File: src/rtl/tff_mod_counter_pkg.sv
// Shared definitions for the T-flip-flop modulo counter: direction encoding,
// legal parameter bounds and the clog2 helper used to validate WIDTH/MODULUS.
package tff_mod_counter_pkg;

    localparam logic DIR_UP = 1'b1;
    localparam logic DIR_DN = 1'b0;

    localparam int WIDTH_MIN = 2;
    localparam int WIDTH_MAX = 16;

    function automatic int clog2(input longint value);
        int     bits;
        longint span;
        bits = 0;
        span = 1;
        while (span < value) begin
            span = span << 1;
            bits = bits + 1;
        end
        return bits;
    endfunction

endpackage

File: src/rtl/tff_cell.sv
// Single-bit T flip-flop with synchronous active-low reset; toggles when t=1.
module tff_cell (
    input  logic clk,
    input  logic rst_n,
    input  logic t,
    output logic q
);

    always_ff @(posedge clk) begin
        if (!rst_n) begin
            q <= 1'b0;
        end else if (t) begin
            q <= ~q;
        end
    end

endmodule

File: src/rtl/tff_mod_counter.sv
// Loadable up/down modulo counter built only from T flip-flop cells; every
// state change (reset, load, count) is expressed as T = Q ^ target.
module tff_mod_counter
    import tff_mod_counter_pkg::*;
#(
    parameter int WIDTH   = 4,
    parameter int MODULUS = 16
) (
    input  logic             clk,
    input  logic             rst_n,
    input  logic             load_n,
    input  logic             en,
    input  logic             up,
    input  logic [WIDTH-1:0] d,
    output logic [WIDTH-1:0] q,
    output logic             tc,
    output logic             wrapped
);

    generate
        if (WIDTH < WIDTH_MIN || WIDTH > WIDTH_MAX || MODULUS < 2 ||
            clog2(MODULUS) > WIDTH) begin : g_bad_params
            $error("tff_mod_counter: illegal WIDTH/MODULUS combination");
        end
    endgenerate

    localparam logic [WIDTH-1:0] MAX_VAL = WIDTH'(MODULUS - 1);

    logic [WIDTH-1:0] target;
    logic [WIDTH-1:0] t;
    logic             wrapped_next;

    always_comb begin
        target       = q;
        wrapped_next = wrapped;
        if (!rst_n) begin
            target       = '0;
            wrapped_next = 1'b0;
        end else if (!load_n) begin
            target       = (d > MAX_VAL) ? MAX_VAL : d;
            wrapped_next = 1'b0;
        end else if (en) begin
            if (up == DIR_UP) begin
                // >= also catches an out-of-range power-up value
                if (q >= MAX_VAL) begin
                    target       = '0;
                    wrapped_next = 1'b1;
                end else begin
                    target = q + WIDTH'(1);
                end
            end else begin
                if (q == '0) begin
                    target       = MAX_VAL;
                    wrapped_next = 1'b1;
                end else begin
                    target = q - WIDTH'(1);
                end
            end
        end
    end

    assign t  = q ^ target;
    assign tc = en & (((up == DIR_UP) & (q == MAX_VAL)) |
                      ((up == DIR_DN) & (q == '0)));

    generate
        for (genvar i = 0; i < WIDTH; i++) begin : g_bit
            tff_cell u_cell (
                .clk   (clk),
                .rst_n (rst_n),
                .t     (t[i]),
                .q     (q[i])
            );
        end
    endgenerate

    tff_cell u_wrap (
        .clk   (clk),
        .rst_n (rst_n),
        .t     (wrapped ^ wrapped_next),
        .q     (wrapped)
    );

endmodule

File: config.mk
export PLATFORM = sky130hd
export DESIGN_NAME = tff_mod_counter
export DESIGN_NICKNAME = d
export VERILOG_FILES = /design/src/rtl/tff_mod_counter_pkg.sv /design/src/rtl/tff_cell.sv /design/src/rtl/tff_mod_counter.sv
export SDC_FILE = /design/constraint.sdc
export NUM_CORES = 1
export LEC_CHECK = 0
export CAP_MARGIN = 10
export CORE_AREA = 2 2 39 41
export CTS_CLUSTER_DIAMETER = 50
export DETAILED_ROUTE_END_ITERATION = 12
export DIE_AREA = 0 0 41 43
export PLACE_DENSITY = 0.63
export RECOVER_POWER = 25
export SETUP_SLACK_MARGIN = 0.1
export SLEW_MARGIN = 20
export SYNTH_ARGS = -nofsm -noshare
export SYNTH_HDL_FRONTEND = slang
export SYNTH_SLANG_ARGS = --single-unit
File: constraint.sdc
create_clock -name clk -period 1.9 [get_ports clk]
set_input_delay 0.38 -clock clk [delete_from_list [all_inputs] [get_ports clk]]
set_output_delay 0.38 -clock clk [all_outputs]
set_load 0.02 [all_outputs]
* Word level (Yosys, flattened, before mapping)
Cells that the tools add are included.
Storage, ports and cells: bits in registers 5, bits in latches 0, RAM bits 0, memory bits (read-only) 0, bits of input ports 9, output and inout bits 6, word-level logic and storage cells 36, memories kept 0
Operators by class: add/subtract/negate cells 2, multipliers 0, div/mod/pow operators 0, magnitude comparators 2, equality and inequality tests 1, shifts and indexed selects 0, multiplexer cells 13, bitwise logic cells 12, reductions and logical operators 1
Operators with widths (number):
- $mux 4 | 7
- $mux 1 | 6
- $not 1->1 | 6
- $add 4x1->4 const B | 1
- $eq 4x4->1 const B | 1
- $ge 4x4->1 const B | 1
- $gt 4x4->1 const B | 1
- $logic_not 4->1 | 1
- $sub 4x1->4 const B | 1
- $xor 4x4->4 | 1
- $and 1x1->1 | 3
- $or 1x1->1 | 1
- $xor 1x1->1 | 1

* Depth between registers and ports, before layout
Gate-level depths: netlist of the first run.
depth in word-level cells 7, mapped depth 5

* Modules after synthesis
A second synthesis of the first run with hierarchy kept.
Unflattened totals: cells, all modules 65, area total of the unflattened synthesis 510.5 um2
Modules (own cells, without submodules):
- tff_mod_counter | times used 1, cells an instance 50, area an instance 335.3 um2
- tff_cell | times used 5, cells an instance 3, area an instance 35.0 um2

* Least setup slack after synthesis of the first run
OpenSTA, ideal clock, no wires.
path kind register to output, start point reg g_bit[0].u_cell.q, end point out tc, arrival 1.321 ns, setup slack 0.199 ns, cell stages (with the launch flop) 5, path through dfxtp_1 -> inv_1 -> ha_1 -> or4b_4 -> a21oi_2
Between the ends: word-level cells in the longest chain between the ends 4, elaborated cells between the ends (all ways) 6, classes of those cells eq/ne: 1; bitwise: 4; reduce/logical: 1
Ends and longest elaborated chain:
- start: declaration | line tff_cell.sv:6 | output logic q
- start signal: assignment | line tff_cell.sv:13 | q <= ~q;
- $eq 4x4->1 or $logic_not 4->1 (tied branches) | line tff_mod_counter.sv:63, tff_mod_counter.sv:64
- $and 1x1->1, on equally long branches | line tff_mod_counter.sv:63, tff_mod_counter.sv:64
- $or 1x1->1 (*) | line tff_mod_counter.sv:63 | assign tc = en & (((up == DIR_UP) & (q == MAX_VAL)) |
- $and 1x1->1 (*) | line tff_mod_counter.sv:63
- end: declaration | line tff_mod_counter.sv:16 | output logic tc,
Every way passes the cells marked *; elsewhere a longest branch is shown, timed or not.

* Worst setup path after layout of the first run
start point reg g_bit[1].u_cell.q, end point out tc
Between the ends: word-level cells in the longest chain between the ends 4, elaborated cells between the ends (all ways) 6, classes of those cells eq/ne: 1; bitwise: 4; reduce/logical: 1
Ends and longest elaborated chain (line):
- start: declaration | tff_cell.sv:6
- start signal: assignment | tff_cell.sv:13
- $eq 4x4->1 or $logic_not 4->1 (tied branches) | tff_mod_counter.sv:63, tff_mod_counter.sv:64
- $and 1x1->1, on equally long branches | tff_mod_counter.sv:63, tff_mod_counter.sv:64
- $or 1x1->1 (*) | tff_mod_counter.sv:63
- $and 1x1->1 (*) | tff_mod_counter.sv:63
Marked as above.

==> results of run 1 <==
-- through the flow --
stage | std cells | TNS, ns | hold WS (ns) | total power, W
floorplan | 45 | 0 | 0.480 | 0.000199
global placement | 79 | -0.598 | 0.483 | 0.000254
detailed placement | 79 | -0.593 | 0.498 | 0.000256
CTS | 83 | -0.0201 | 0.507 | 0.000389
global route | 83 | -0.0531 | 0.521 | 0.000413
finish | 83 | 0 | 0.501 | 0.000385
-- state kept, by name, indices dropped and copies added, names as in the netlist --
signal and cells:
g_bit.u_cell.q 4, u_wrap.q 1
-- area by class of cell --
cell class,instances,area [um2],share of cell area
clock buffers,4,26.3,0.0410
well taps,16,20.0,0.0313
multi-input cells,31,265,0.414
flip-flops and latches,5,103,0.160
repair buffers,24,215,0.336
inverters,3,11.3,0.0176
-- per-layer routing --
metal | GRT usage | routed length, um
met5 | 0 | 0
met4 | 0.0400 | 0
met3 | 0.0942 | 66
met2 | 0.191 | 491
met1 | 0.194 | 438
-- timing repair --
action	in CTS	in global routing
endpoints found under the setup margin	1	1
buffers inserted	0	0
resized for setup	12	2
pin swaps	2	0
-- worst max-delay path: cells and delay by family (launching register included) --
family,cells,cell delay [ns]
compound gates,1,0.15
fa+ha+maj,1,0.12
buf+inv,2,0.19
flops,1,0.31
simple gates,1,0.48
-- worst paths after layout --
path,startpoint,endpoint,slack [ns],cells after the start
setup reg to reg,g_bit[0].u_cell.q,g_bit[3].u_cell.q,0.39,5
setup / recovery,g_bit[1].u_cell.q,tc,0.01,5
hold reg to reg,u_wrap.q,u_wrap.q,0.50,1
hold / removal,u_wrap.q,u_wrap.q,0.50,1
-- where the power goes --
group          internal (W)  switching (W)  total, W
combinational     0.0000779      0.0000632  0.000141
clock             0.0000795      0.0000453  0.000125
sequential         0.000114     0.00000471  0.000119
-- kinds of logic after synthesis --
family	count (synthesis)	share of synthesized area
multiplexers	1	0.0248
adder cells (fa/ha/maj)	2	0.0621
AND/OR/NAND/NOR	9	0.162
XOR/XNOR	1	0.0217
AO/OA/AOI/OAI	18	0.339
buffers and inverters	9	0.143
flip-flops	5	0.248
-- cells in the final DEF, fill, tap and decap left out, types with 2 or more instances in the layout --
| cell | instances |
|---|---|
| a31oi_1 | 2 |
| o211a_1 | 2 |
| o21ai_0 | 4 |
| clkbuf_4 | 3 |
| dfxtp_2 | 2 |
| dfxtp_1 | 3 |
| buf_4 | 10 |
| inv_2 | 2 |
| a21boi_0 | 2 |
| nand4_1 | 2 |
| clkdlybuf4s50_1 | 11 |
==> run_results.csv, run 1 <==
group,metric,value,unit
placement,routabilityCongestion,0.781,
min_path,hold_class,"flop to flop",
floorplan,num_rows,14,
setup_path,worstPathRequired,1.52,ns
sta,hold_violations,0,
setup_path,critical-path-max-stage-delay,0.48,ns
synthesis,yosys.area.top_type,"dfxtp_1",
status,outcome,"finished, final reports clean",
power_and_ir_drop,ir_drop,0.438,mV
floorplan,start_util,0.291,
setup_path,critPathMaxFanout,2,
synthesis,synth_cell_types,28,
synthesis,synth_top_cells_by_count,"dfxtp_1 (5), buf_4 (4), o21ai_0 (4), inv_1 (3)",
global_routing,globalRouteOverflowTotal,0,
floorplan,core_area,1380,um2
setup_path,cp_slowest_cell,"or4b_4",
clocking,insertion_delay,0.25,ns
setup_path,cp.arrival,1.51,ns
routing,vias,420,
routing,antenna_left,0,
sta,rsz0062_at_grt,"true",
power_and_ir_drop,total_leakage_power,0.280,nW
clocking,cts_buffers,3,
floorplan,dieArea,1760,um2
global_routing,grt.total_usage,0.146,
sta,post-route-period-util,0.992,
routing,drtPass1Iterations,3,
synthesis,yosys.cell_count.top_type,"dfxtp_1",
sta,setup_viol,0,
floorplan,die_h,43,um
power_and_ir_drop,p_per_area,600,nW/um2
clocking,clkTransAtPathRegs,0.04,ns
synthesis,syn_nets,56,
job,drv_cap,0,
routing,wl,996,um
clocking,cts_tree,"done",
routing,vias_per_cell,5.06,
clocking,htree_num_levels,1,
global_routing,grt_pass1_vias,385,
layout,final_net_count,79,
routing,drc,0,
synthesis,syn_inst,45,
floorplan,die_w,41,um
clocking,cts_buffer_depth,2,
floorplan,ios,15,
clocking,cts.sinks,5,
synthesis,synth_edf_count,0,
sta,fin_ws,0.0146,ns
sta,timing.fmax,0.530,GHz
layout,drive_gt1_frac,0.358,
clocking,ctsHoldBuffers,0,
setup_path,path_cells,"inv_2 > ha_4 > or4b_4 > a21oi_4 > buf_6",
layout,post-route-util,0.463,
sta,worst_pin_slew,0.272,ns
sta,finalCriticalPeriod,1.89,ns
placement,post-place-ws,-0.593,ns
sta,clock_skew,0.00660,ns
global_routing,grt_pass1_wl,1680,um
layout,final_area,641,um2
setup_path,end_kind,"output pin",
layout,area_growth,59.0,%
sta,slew_headroom,0.819,
synthesis,async_reset_ff_frac,0,
layout,n_fill_cell,146,
setup_path,crit_path_start_kind,"flop",
synthesis,synth_area_leaders,"dfxtp_1 (25%), buf_4 (7.5%), ha_1 (6.2%), o211a_1 (5.0%), o21ai_0 (5.0%)",
placement,portBuffers,14,
layout,num_antenna_cells,0,
synthesis,synth_ff_type,"dfxtp_1",
synthesis,ys_warn_count,0,
clocking,clockRootBuffer,"clkbuf_4",
synthesis,syn-cell-area,403,um2
synthesis,avgSynthCellArea,8.95,um2
global_routing,antenna_found_initial,0,
global_routing,grt_max_degree,10,
synthesis,synth_top_area_frac,0.248,
placement,placed_cell_area,592,um2
setup_path,crit_type,"flop to output pin",
routing,wire_per_inst,12.0,um
sta,drv_slew,0,
placement,post-dp-hpwl,780,um
synthesis,yosysSeqAreaShare,0.248,
routing,drt_iter0_drc,6,
synthesis,synth-seq-cells,5,
Power figures use the tool's default switching activity.
==> inputs of run 2 (changes only) <==
--- a/config.mk
+++ b/config.mk
@@ -6,12 +6,11 @@
 export NUM_CORES = 1
 export LEC_CHECK = 0
 export CAP_MARGIN = 10
-export CORE_AREA = 2 2 39 41
+export CORE_AREA = 5 5 42 44
 export CTS_CLUSTER_DIAMETER = 50
 export DETAILED_ROUTE_END_ITERATION = 12
-export DIE_AREA = 0 0 41 43
+export DIE_AREA = 0 0 47 49
 export PLACE_DENSITY = 0.63
-export RECOVER_POWER = 25
 export SETUP_SLACK_MARGIN = 0.1
 export SLEW_MARGIN = 20
 export SYNTH_ARGS = -nofsm -noshare
==> run_results.csv, run 2 (synthesis gave the netlist of run 1 again) <==
group,metric,value,unit
setup_path,cp_slowest_cell,"or4b_4",
global_routing,grt.total_usage,0.125,
min_path,worstHoldStart,"u_wrap.q",
global_routing,grt_pass1_vias,498,
clocking,clkTransAtPathRegs,0.05,ns
sta,drv_slew,0,
layout,final_net_count,84,
sta,timing.fmax,0.523,GHz
setup_path,crit_buf_inv,2,
setup_path,worstReg2RegEnd,"u_wrap.q",
sta,post-route-period-util,1.01,
placement,routabilityCongestion,0.820,
setup_path,critical-path-max-stage-delay,0.48,ns
routing,drtPass1Iterations,4,
sta,clock_skew,0.00906,ns
routing,wl,1160,um
routing,vias_per_cell,5.15,
clocking,cts_tree,"done",
layout,final_common_cell,"buf_4",
sta,worst_pin_slew,0.308,ns
sta,rsz0062_at_grt,"true",
global_routing,met3_usage,0.0295,
global_routing,grt_max_degree,10,
global_routing,grt_use_met2,0.206,
setup_path,r2r_cells,9,
sta,finalCriticalPeriod,1.91,ns
job,drv_cap,0,
clocking,htree_num_levels,1,
clocking,cts_buffer_depth,2,
floorplan,dieArea,2300,um2
sta,hold_slack,0.482,ns
setup_path,crit_path_start_kind,"flop",
layout,layout_common_cells,"buf_4 (14), clkdlybuf4s50_1 (12), o21ai_0 (4), dfxtp_1 (4), clkbuf_4 (3)",
clocking,cts_buffers,3,
layout,n_fill_cell,155,
global_routing,grt_pass1_wl,2060,um
layout,largest_register_ffs,4,
routing,drt_iter0_drc,4,
layout,top_regs,"g_bit.u_cell.q (4), u_wrap.q (1)",
global_routing,globalRoute.busiestLayer,"met2",
layout,num_antenna_cells,0,
sta,hold_violations,0,
floorplan,start_util,0.287,
sta,slew_headroom,0.794,
setup_path,r2r-start,"g_bit[1].u_cell.q",
sta,fin_tns_setup,-0.0111,ns
routing,antenna_left,0,
sta,fin_ws,-0.0111,ns
setup_path,path_cells,"inv_2 > ha_4 > or4b_4 > a21oi_4 > buf_6",
floorplan,core_area,1400,um2
global_routing,globalRouteOverflowTotal,0,
setup_path,cp.arrival,1.53,ns
global_routing,grtUsageMet1,0.138,
floorplan,num_rows,14,
layout,drive_gt1_frac,0.403,
power_and_ir_drop,total_leakage_power,0.305,nW
setup_path,critical-path-top-delay-family,"simple AND/OR/NAND/NOR gates",
setup_path,worstPathRequired,1.52,ns
min_path,holdPathEnd,"u_wrap.q",
clocking,cts.sinks,5,
status,violations,"negative setup slack",
floorplan,ios,15,
clocking,insertion_delay,0.25,ns
routing,wire_per_inst,13.2,um
sta,setup_viol,1,
routing,vias,453,
min_path,hold_depth,1,
status,outcome,"finished with violations",
setup_path,r2r_slack,0.18,ns
layout,regMostFlops,"g_bit.u_cell.q",
layout,area_growth,69.6,%
clocking,ctsHoldBuffers,0,
floorplan,die_h,49,um
floorplan,die_w,47,um
power_and_ir_drop,p_per_area,587,nW/um2
setup_path,critPathMaxFanout,2,
setup_path,end_kind,"output pin",
clocking,clockRootBuffer,"clkbuf_4",
placement,post-dp-hpwl,818,um
placement,portBuffers,14,
min_path,hold_class,"flop to flop",
routing,drc,0,
global_routing,antenna_found_initial,0,
power_and_ir_drop,ir_drop,0.301,mV
setup_path,crit_type,"flop to output pin",
run 2: metal layers:
layer	wire, um	part of all wire
met1	493	0.43
met2	564	0.49
met3	80	0.069
met4	22	0.019
met5	0	0
run 2: through the flow:
step	std cells	worst slack [ns]	instance area, um2	utilization	power (W)
after CTS	90	-0.0298	681	0.486	0.000406
after detailed placement	80	-0.575	599	0.428	0.000255
after global placement	80	-0.589	599	0.428	0.000254
final	88	-0.0111	683	0.488	0.000401
after global routing	88	-0.0744	683	0.488	0.000433
after floorplan	45	0.199	403	-	0.000199
run 2: what timing repair did:
action | in CTS | in global routing
gates resized for setup | 11 | 4
setup buffers | 6 | 1
setup endpoints to repair | 1 | 2
gates cloned | 0 | 0
pin swaps | 4 | 1
run 2: final cells by class:
cell class / count / area (um2) / share of cell area
clock buffer: 4 / 26.3 / 0.0385
inverter: 3 / 11.3 / 0.0165
multi-input combinational: 31 / 268 / 0.392
sequential: 5 / 101 / 0.148
tap: 16 / 20.0 / 0.0293
timing repair buffer: 29 / 256 / 0.375
run 2: how the worst max path moves through the flow:
stage	startpoint	to	slack, ns	cells past startpoint
6_report	g_bit[1].u_cell.q	tc	-0.01	5
5_1_grt	g_bit[1].u_cell.q	tc	-0.07	5
4_1_cts	g_bit[1].u_cell.q	tc	-0.03	5
3_3_place_gp	up	tc	-0.59	4
2_1_floorplan	g_bit[0].u_cell.q	tc	0.20	4
3_5_place_dp	up	tc	-0.57	4
run 2: report_power, final:
group          total [W]  internal, W  switching, W
logic           0.000152    0.0000857     0.0000665
clock network   0.000131    0.0000798     0.0000508
registers       0.000118     0.000114    0.00000479
run 2: worst reg2reg max path: stages, from the launching register on:
cell and delay [ns]:
dfxtp_2 0.32, inv_2 0.06, ha_4 0.13, or4b_4 0.48
a21oi_4 0.15, buf_4 0.13, buf_6 0.08, buf_4 0.09
buf_4 0.09, o211a_1 0.13
